## src/rtl/count_rate_if.sv

```systemverilog
// count_rate_if: valid/ready bus that carries one delta sample.
// The master drives out_valid and out_delta; the slave drives out_ready.
interface count_rate_if #(
   parameter int WIDTH = 8
);

   logic             out_valid;
   logic             out_ready;
   logic [WIDTH-1:0] out_delta;

   modport master (
      output out_valid,
      output out_delta,
      input  out_ready
   );

   modport slave (
      input  out_valid,
      input  out_delta,
      output out_ready
   );

endinterface

```

## src/rtl/count_rate_monitor.sv

```systemverilog
// count_rate_monitor: measures how far a remote Gray counter advances
// over a fixed window of local clock cycles.
//
// The remote count is synchronized into the local clock domain and
// converted to binary. Every WINDOW cycles the count advance is taken
// modulo 2^WIDTH and offered on a one-entry valid/ready output.
//
// Ports
//   clk        local clock; all state changes on the rising edge
//   rst        synchronous, active-high reset
//   cnt_gray   remote Gray-coded count, asynchronous to clk
//   ob         output bus: out_valid, out_delta (driven), out_ready (input)
//   drop_count samples discarded because the output was full (saturates)
module count_rate_monitor #(
   parameter int WIDTH       = 8,
   parameter int WINDOW      = 16,
   parameter int SYNC_STAGES = 2
) (
   input  logic             clk,
   input  logic             rst,
   input  logic [WIDTH-1:0] cnt_gray,
   count_rate_if.master     ob,
   output logic [7:0]       drop_count
);

   localparam int FC_W = $clog2(SYNC_STAGES);
   localparam int WC_W = $clog2(WINDOW);

   localparam logic [FC_W-1:0] FILL_LAST = FC_W'(SYNC_STAGES - 1);
   localparam logic [WC_W-1:0] WIN_LAST  = WC_W'(WINDOW - 1);

   localparam logic [1:0] ST_FILL = 2'd0;
   localparam logic [1:0] ST_BASE = 2'd1;
   localparam logic [1:0] ST_RUN  = 2'd2;

   // ---------------------------------------------------------------
   // Synchronizer: a plain flop chain, nothing between the stages.
   // Gray coding keeps each capture within one count of the truth.
   // ---------------------------------------------------------------
   logic [WIDTH-1:0] sync_q [SYNC_STAGES];

   always_ff @(posedge clk) begin
      if (rst) begin
         for (int i = 0; i < SYNC_STAGES; i++) begin
            sync_q[i] <= '0;
         end
      end else begin
         sync_q[0] <= cnt_gray;
         for (int i = 1; i < SYNC_STAGES; i++) begin
            sync_q[i] <= sync_q[i-1];
         end
      end
   end

   // ---------------------------------------------------------------
   // Gray to binary: each binary bit is the XOR of all Gray bits at
   // and above its position.
   // ---------------------------------------------------------------
   logic [WIDTH-1:0] sync_last;
   logic [WIDTH-1:0] cur_bin;

   assign sync_last = sync_q[SYNC_STAGES-1];

   always_comb begin
      cur_bin = '0;
      for (int i = 0; i < WIDTH; i++) begin
         cur_bin[i] = ^(sync_last >> i);
      end
   end

   // ---------------------------------------------------------------
   // Window sequencer.
   // FILL waits for the synchronizer to hold real data, BASE takes
   // the first reference count, RUN closes a window every WINDOW
   // cycles. A window end is registered (wend_q/wdelta_q) and handed
   // to the output stage on the following edge.
   // ---------------------------------------------------------------
   logic [1:0]       state;
   logic [FC_W-1:0]  fill_cnt;
   logic [WC_W-1:0]  win_cnt;
   logic [WIDTH-1:0] prev;
   logic             wend_q;
   logic [WIDTH-1:0] wdelta_q;

   always_ff @(posedge clk) begin
      if (rst) begin
         state    <= ST_FILL;
         fill_cnt <= '0;
         win_cnt  <= '0;
         prev     <= '0;
         wend_q   <= 1'b0;
         wdelta_q <= '0;
      end else begin
         wend_q <= 1'b0;
         unique case (state)
            ST_FILL: begin
               fill_cnt <= fill_cnt + FC_W'(1);
               if (fill_cnt == FILL_LAST) begin
                  state <= ST_BASE;
               end
            end
            ST_BASE: begin
               prev    <= cur_bin;
               win_cnt <= '0;
               state   <= ST_RUN;
            end
            ST_RUN: begin
               if (win_cnt == WIN_LAST) begin
                  // Modular difference stays correct across counter wrap.
                  wdelta_q <= cur_bin - prev;
                  wend_q   <= 1'b1;
                  prev     <= cur_bin;
                  win_cnt  <= '0;
               end else begin
                  win_cnt <= win_cnt + WC_W'(1);
               end
            end
            default: begin
               state <= ST_FILL;
            end
         endcase
      end
   end

   // ---------------------------------------------------------------
   // One-entry output register. A slot being drained this cycle
   // counts as free, so a window end that coincides with a handshake
   // replaces the sample without a drop and without a valid bubble.
   // out_valid depends only on registered state.
   // ---------------------------------------------------------------
   logic drain;
   logic slot_free;

   assign drain     = ob.out_valid & ob.out_ready;
   assign slot_free = ~ob.out_valid | ob.out_ready;

   always_ff @(posedge clk) begin
      if (rst) begin
         ob.out_valid <= 1'b0;
         ob.out_delta <= '0;
         drop_count   <= '0;
      end else if (wend_q) begin
         if (slot_free) begin
            ob.out_valid <= 1'b1;
            ob.out_delta <= wdelta_q;
         end else if (drop_count != 8'd255) begin
            drop_count <= drop_count + 8'd1;
         end
      end else if (drain) begin
         ob.out_valid <= 1'b0;
      end
   end

endmodule
```

## src/flat_wrapper.sv

```systemverilog
// flat-port wrapper written by rule: the top's interface ports become plain ports
module count_rate_monitor_flat 
#(
   parameter int WIDTH       = 8,
   parameter int WINDOW      = 16,
   parameter int SYNC_STAGES = 2
)
  (clk, rst, cnt_gray, drop_count, ob_out_valid, ob_out_delta, ob_out_ready);
  count_rate_if #(.WIDTH(WIDTH)) ob_i ();
  input  logic clk;
  input  logic rst;
  input  logic [WIDTH-1:0] cnt_gray;
  output logic [7:0] drop_count;
  output wire logic [$bits(ob_i.out_valid)-1:0] ob_out_valid;
  output wire logic [$bits(ob_i.out_delta)-1:0] ob_out_delta;
  input wire logic [$bits(ob_i.out_ready)-1:0] ob_out_ready;
  assign ob_out_valid = ob_i.out_valid;
  assign ob_out_delta = ob_i.out_delta;
  assign ob_i.out_ready = ob_out_ready;
  count_rate_monitor #(.WIDTH(WIDTH), .WINDOW(WINDOW), .SYNC_STAGES(SYNC_STAGES)) u_core (.clk(clk), .rst(rst), .cnt_gray(cnt_gray), .ob(ob_i), .drop_count(drop_count));
endmodule
```

## config.mk

```make
export PLATFORM = sky130hd
export DESIGN_NAME = count_rate_monitor_flat
export DESIGN_NICKNAME = d
export VERILOG_FILES = /design/src/rtl/count_rate_if.sv /design/src/rtl/count_rate_monitor.sv /design/src/flat_wrapper.sv
export SDC_FILE = /design/constraint.sdc
export NUM_CORES = 1
export LEC_CHECK = 0
export ABC_AREA = 1
export BUFFER_PORTS_ARGS = -buffer_cell sky130_fd_sc_hd__buf_2
export CAP_MARGIN = 20
export CORE_MARGIN = 3
export CORE_UTILIZATION = 58
export CTS_CLUSTER_SIZE = 16
export DETAILED_ROUTE_END_ITERATION = 8
export PLACE_DENSITY = 0.79
export SYNTH_ARGS = -nofsm -noshare
export SYNTH_HDL_FRONTEND = slang
export SYNTH_SLANG_ARGS = --single-unit
```

## constraint.sdc

```tcl
create_clock -name clk -period 2.6 [get_ports clk]
set_input_delay 0.52 -clock clk [delete_from_list [all_inputs] [get_ports clk]]
set_output_delay 0.52 -clock clk [all_outputs]
set_load 0.05 [all_outputs]
```

==> reports/results.ini <==
[logic_synthesis]
synth_area_leaders=dfxtp_1, nand2_1, inv_1
synth_area_per_cell_sq_um=7.09
post_synth_num_cell_types=32
yosys.area.top_type_share=0.410
synthCells=393
yosysWarnings=0
synth-seq-cells=57
ys_seq_area_frac=0.410
synth_top_area_cell=dfxtp_1
netlist_area_sq_um=2790
synthesis.nets=418

[floorplanning]
dieArea_sq_um=5670
start_util=0.619
die_w_um=75.3
io-pin-count=28
dieHeight_um=75.3
core_area_sq_um=4500
rows=24

[timing]
hold_viol_final=0
finalClockSkew_ns=0.00514
fin_setup_tns_ns=0
slew_headroom=0.594
setup_viol=0
fin_crit_sh=0.891
max_freq_mhz=432
worst_slew_pin_slew_ns=0.609
rsz0062_at_grt=no
slew_viol_final=0
min_period_ns=2.32

[route]
via_count=2324
routedWlPerCell_um=9.54
drt_pass1_iterations=4
viasPerCell=4.83
drc=0
wirelength_um=4590
ant_nets=0
detail_route.iter0.violations=79

[power_and_ir_drop]
power_frac_comb=0.269
power_density_nw_per_um2=858
swShare=0.310
peakVddDrop_mv=0.483
p_leak_nw=1.65
clock_power_share=0.365
power.switching_w=0.000846
p_int_w=0.00189
p_seq_frac=0.366

[min_path]
worstHoldPathType=input port to flip-flop
min_path_cells=3

[grt]
grt_pass1_wl_um=8200
grt_max_degree=35
gr-total-overflow=0
antenna_found_initial=0
gr-usage-all-layers=0.187
grt_pass1_vias=2077

[cts]
ctsHoldBuffers=0
clock_latency_ns=0.33
cts_resized=0
cts_made_buffers=9
cts_htree_levels=3
clockBufferDepth=2
cts_sinks=57
root_buffer=clkbuf_8
post-cts-setup-buffers=0
cts_tree=done
clk_pin_slew_ns=0.06

[place]
hpwlAfterDp_um=3340
io_buffer_count=27
gp_congestion=0.834
dp.cells=465

[critical_path]
cp-end-kind=flip-flop
r2r_cells=18
crit_required_ns=2.83
rr_endpoint=u_core.wdelta_q[6]$_SDFFE_PP0P_
crit_chain=nand2_1, nand2_2, nand2_1, nand2_1, inv_1, nand2_1, and2_1, ha_1, inv_1, fa_1, nand3_1, nand2_1, nand2_1, nand2_1, nand2_1, nand3_1, nand2_1, inv_1
path_delay_family=simple AND/OR/NAND/NOR gates
critPathKind=flip-flop to flip-flop
cpPeakStageDelay_ns=0.40
startpoint=u_core.sync_q[0][15]$_SDFF_PP0_
crit_top_cell=nand2_1
crit_end=u_core.wdelta_q[6]$_SDFFE_PP0P_
crit_buf_inv=3
cp_max_fo=4
cp-start-kind=flip-flop
reg2reg_from=u_core.sync_q[0][15]$_SDFF_PP0_
crit_cells=18
cp_slowest_cell=dfxtp_1
r2r_slack_ns=0.28
critPathArrivalTime_ns=2.54

[cells_and_area]
drive_above_1_share=0.142
stdcell_count=481
area_delta_synth_final_pct=14.3
multi_input_comb_area_sq_um=1320
nets=449
antenna_cells=0
regArea_sq_um=1140
nFillCells=372

[run_status]
status=finished clean

[run]
maxCapViolCount=0

## cells in the mapped netlist (all sizes together)
| cell type | instances |
|---|---|
| o21ai | 24 |
| and3 | 1 |
| or2 | 2 |
| and2 | 1 |
| nand3 | 21 |
| ha | 13 |
| nand4 | 1 |
| inv | 72 |
| dfxtp | 57 |
| nand2 | 100 |
| buf | 3 |
| a21oi | 28 |
| o211ai | 1 |
| xnor2 | 3 |
| a211oi | 1 |
| nor3 | 1 |
| nor2 | 52 |
| clkbuf | 5 |
| xor2 | 6 |
| fa | 1 |
## placed cells by master (no fill, tap or decap), types with 2 or more instances in the layout
| cell | count |
|---|---|
| ha_1 | 13 |
| dfxtp_1 | 57 |
| nand3_1 | 19 |
| inv_2 | 4 |
| a21oi_2 | 2 |
| clkbuf_8 | 10 |
| o21ai_2 | 2 |
| bufinv_16 | 3 |
| nand2_2 | 3 |
| nand2_1 | 96 |
| a21oi_1 | 26 |
| buf_2 | 27 |
| nor2_1 | 51 |
| inv_1 | 67 |
| o21ai_0 | 22 |
| xor2_1 | 6 |
| xnor2_1 | 3 |
| clkinv_2 | 3 |
## kinds of logic (layout without fill, tap and decap cells)
| group | count (synthesis) | after routing | synth area share |
|---|---|---|---|
| AO/OA/AOI/OAI | 54 | 54 | 0.104 |
| XOR/XNOR | 9 | 9 | 0.0283 |
| AND/OR/NAND/NOR | 179 | 179 | 0.276 |
| buffers and inverters | 80 | 116 | 0.116 |
| flip-flops | 57 | 57 | 0.410 |
| adder cells (fa/ha/maj) | 14 | 14 | 0.0656 |
## worst register-to-register path, cell delays in order (launching register included)
cell and delay (ns):
dfxtp_1 0.40, nand2_1 0.11, nand2_2 0.10, nand2_1 0.07, nand2_1 0.11, inv_1 0.07, nand2_1 0.08, and2_1 0.13
ha_1 0.13, inv_1 0.06, fa_1 0.39, nand3_1 0.12, nand2_1 0.08, nand2_1 0.09, nand2_1 0.05, nand2_1 0.06
nand3_1 0.06, nand2_1 0.06, inv_1 0.03
## state kept, by name, indices dropped and copies added (netlist names)
name,count
u_core.sync_q,16
u_core.prev,8
u_core.wend_q,1
u_core.fill_cnt,1
u_core.ob.out_valid,1
u_core.drop_count,8
u_core.wdelta_q,8
u_core.ob.out_delta,8
u_core.state,2
u_core.win_cnt,4
## stage by stage
step / total power, W / setup WS [ns] / util / area, sq um / hold slack, ns
6_report: 0.00273 / 0.284 / 0.707 / 3190 / 0.384
5_1_grt: 0.00291 / 0.0957 / 0.707 / 3190 / 0.400
4_1_cts: 0.00275 / 0.277 / 0.707 / 3190 / 0.375
3_5_place_dp: 0.00175 / 0.281 / 0.653 / 2940 / 0.392
3_3_place_gp: 0.00173 / 0.399 / 0.653 / 2940 / 0.390
2_1_floorplan: 0.00165 / 0.505 / - / 2790 / 0.388
## final cells by class
class | count | area share
Tap cell | 52 | 0.0204
Clock buffer | 10 | 0.0432
Multi-Input combinational cell | 256 | 0.415
Timing Repair Buffer | 28 | 0.0448
Sequential cell | 57 | 0.358
Inverter | 72 | 0.0856
Clock inverter | 6 | 0.0330
## layer usage
layer	track usage	up-vias	part of all wire
li1	-	1263	-
met1	0.216	1008	0.48
met2	0.312	40	0.46
met3	0.0462	13	0.040
met4	0.109	0	0.024
met5	0	-	0
## power by group through the flow
stage               clock network [W]  logic (W)  registers [W]
floorplan                           0   0.000642        0.00101
global placement                    0   0.000709        0.00102
finish                       0.000997   0.000735        0.00100
CTS                           0.00102   0.000735        0.00100
global route                  0.00105   0.000849        0.00101
detailed placement                  0   0.000734        0.00102
## how the worst min path moves through the flow
stage	from	to	slack (ns)
2_1_floorplan	u_core.sync_q[0][2]$_SDFF_PP0_	u_core.sync_q[0][10]$_SDFF_PP0_	0.39
3_3_place_gp	u_core.sync_q[0][1]$_SDFF_PP0_	u_core.sync_q[0][9]$_SDFF_PP0_	0.39
3_5_place_dp	u_core.sync_q[0][3]$_SDFF_PP0_	u_core.sync_q[0][11]$_SDFF_PP0_	0.39
4_1_cts	cnt_gray[1]	u_core.sync_q[0][1]$_SDFF_PP0_	0.37
5_1_grt	cnt_gray[7]	u_core.sync_q[0][7]$_SDFF_PP0_	0.40
6_report	cnt_gray[1]	u_core.sync_q[0][1]$_SDFF_PP0_	0.38
Power figures use the tool's default switching activity.
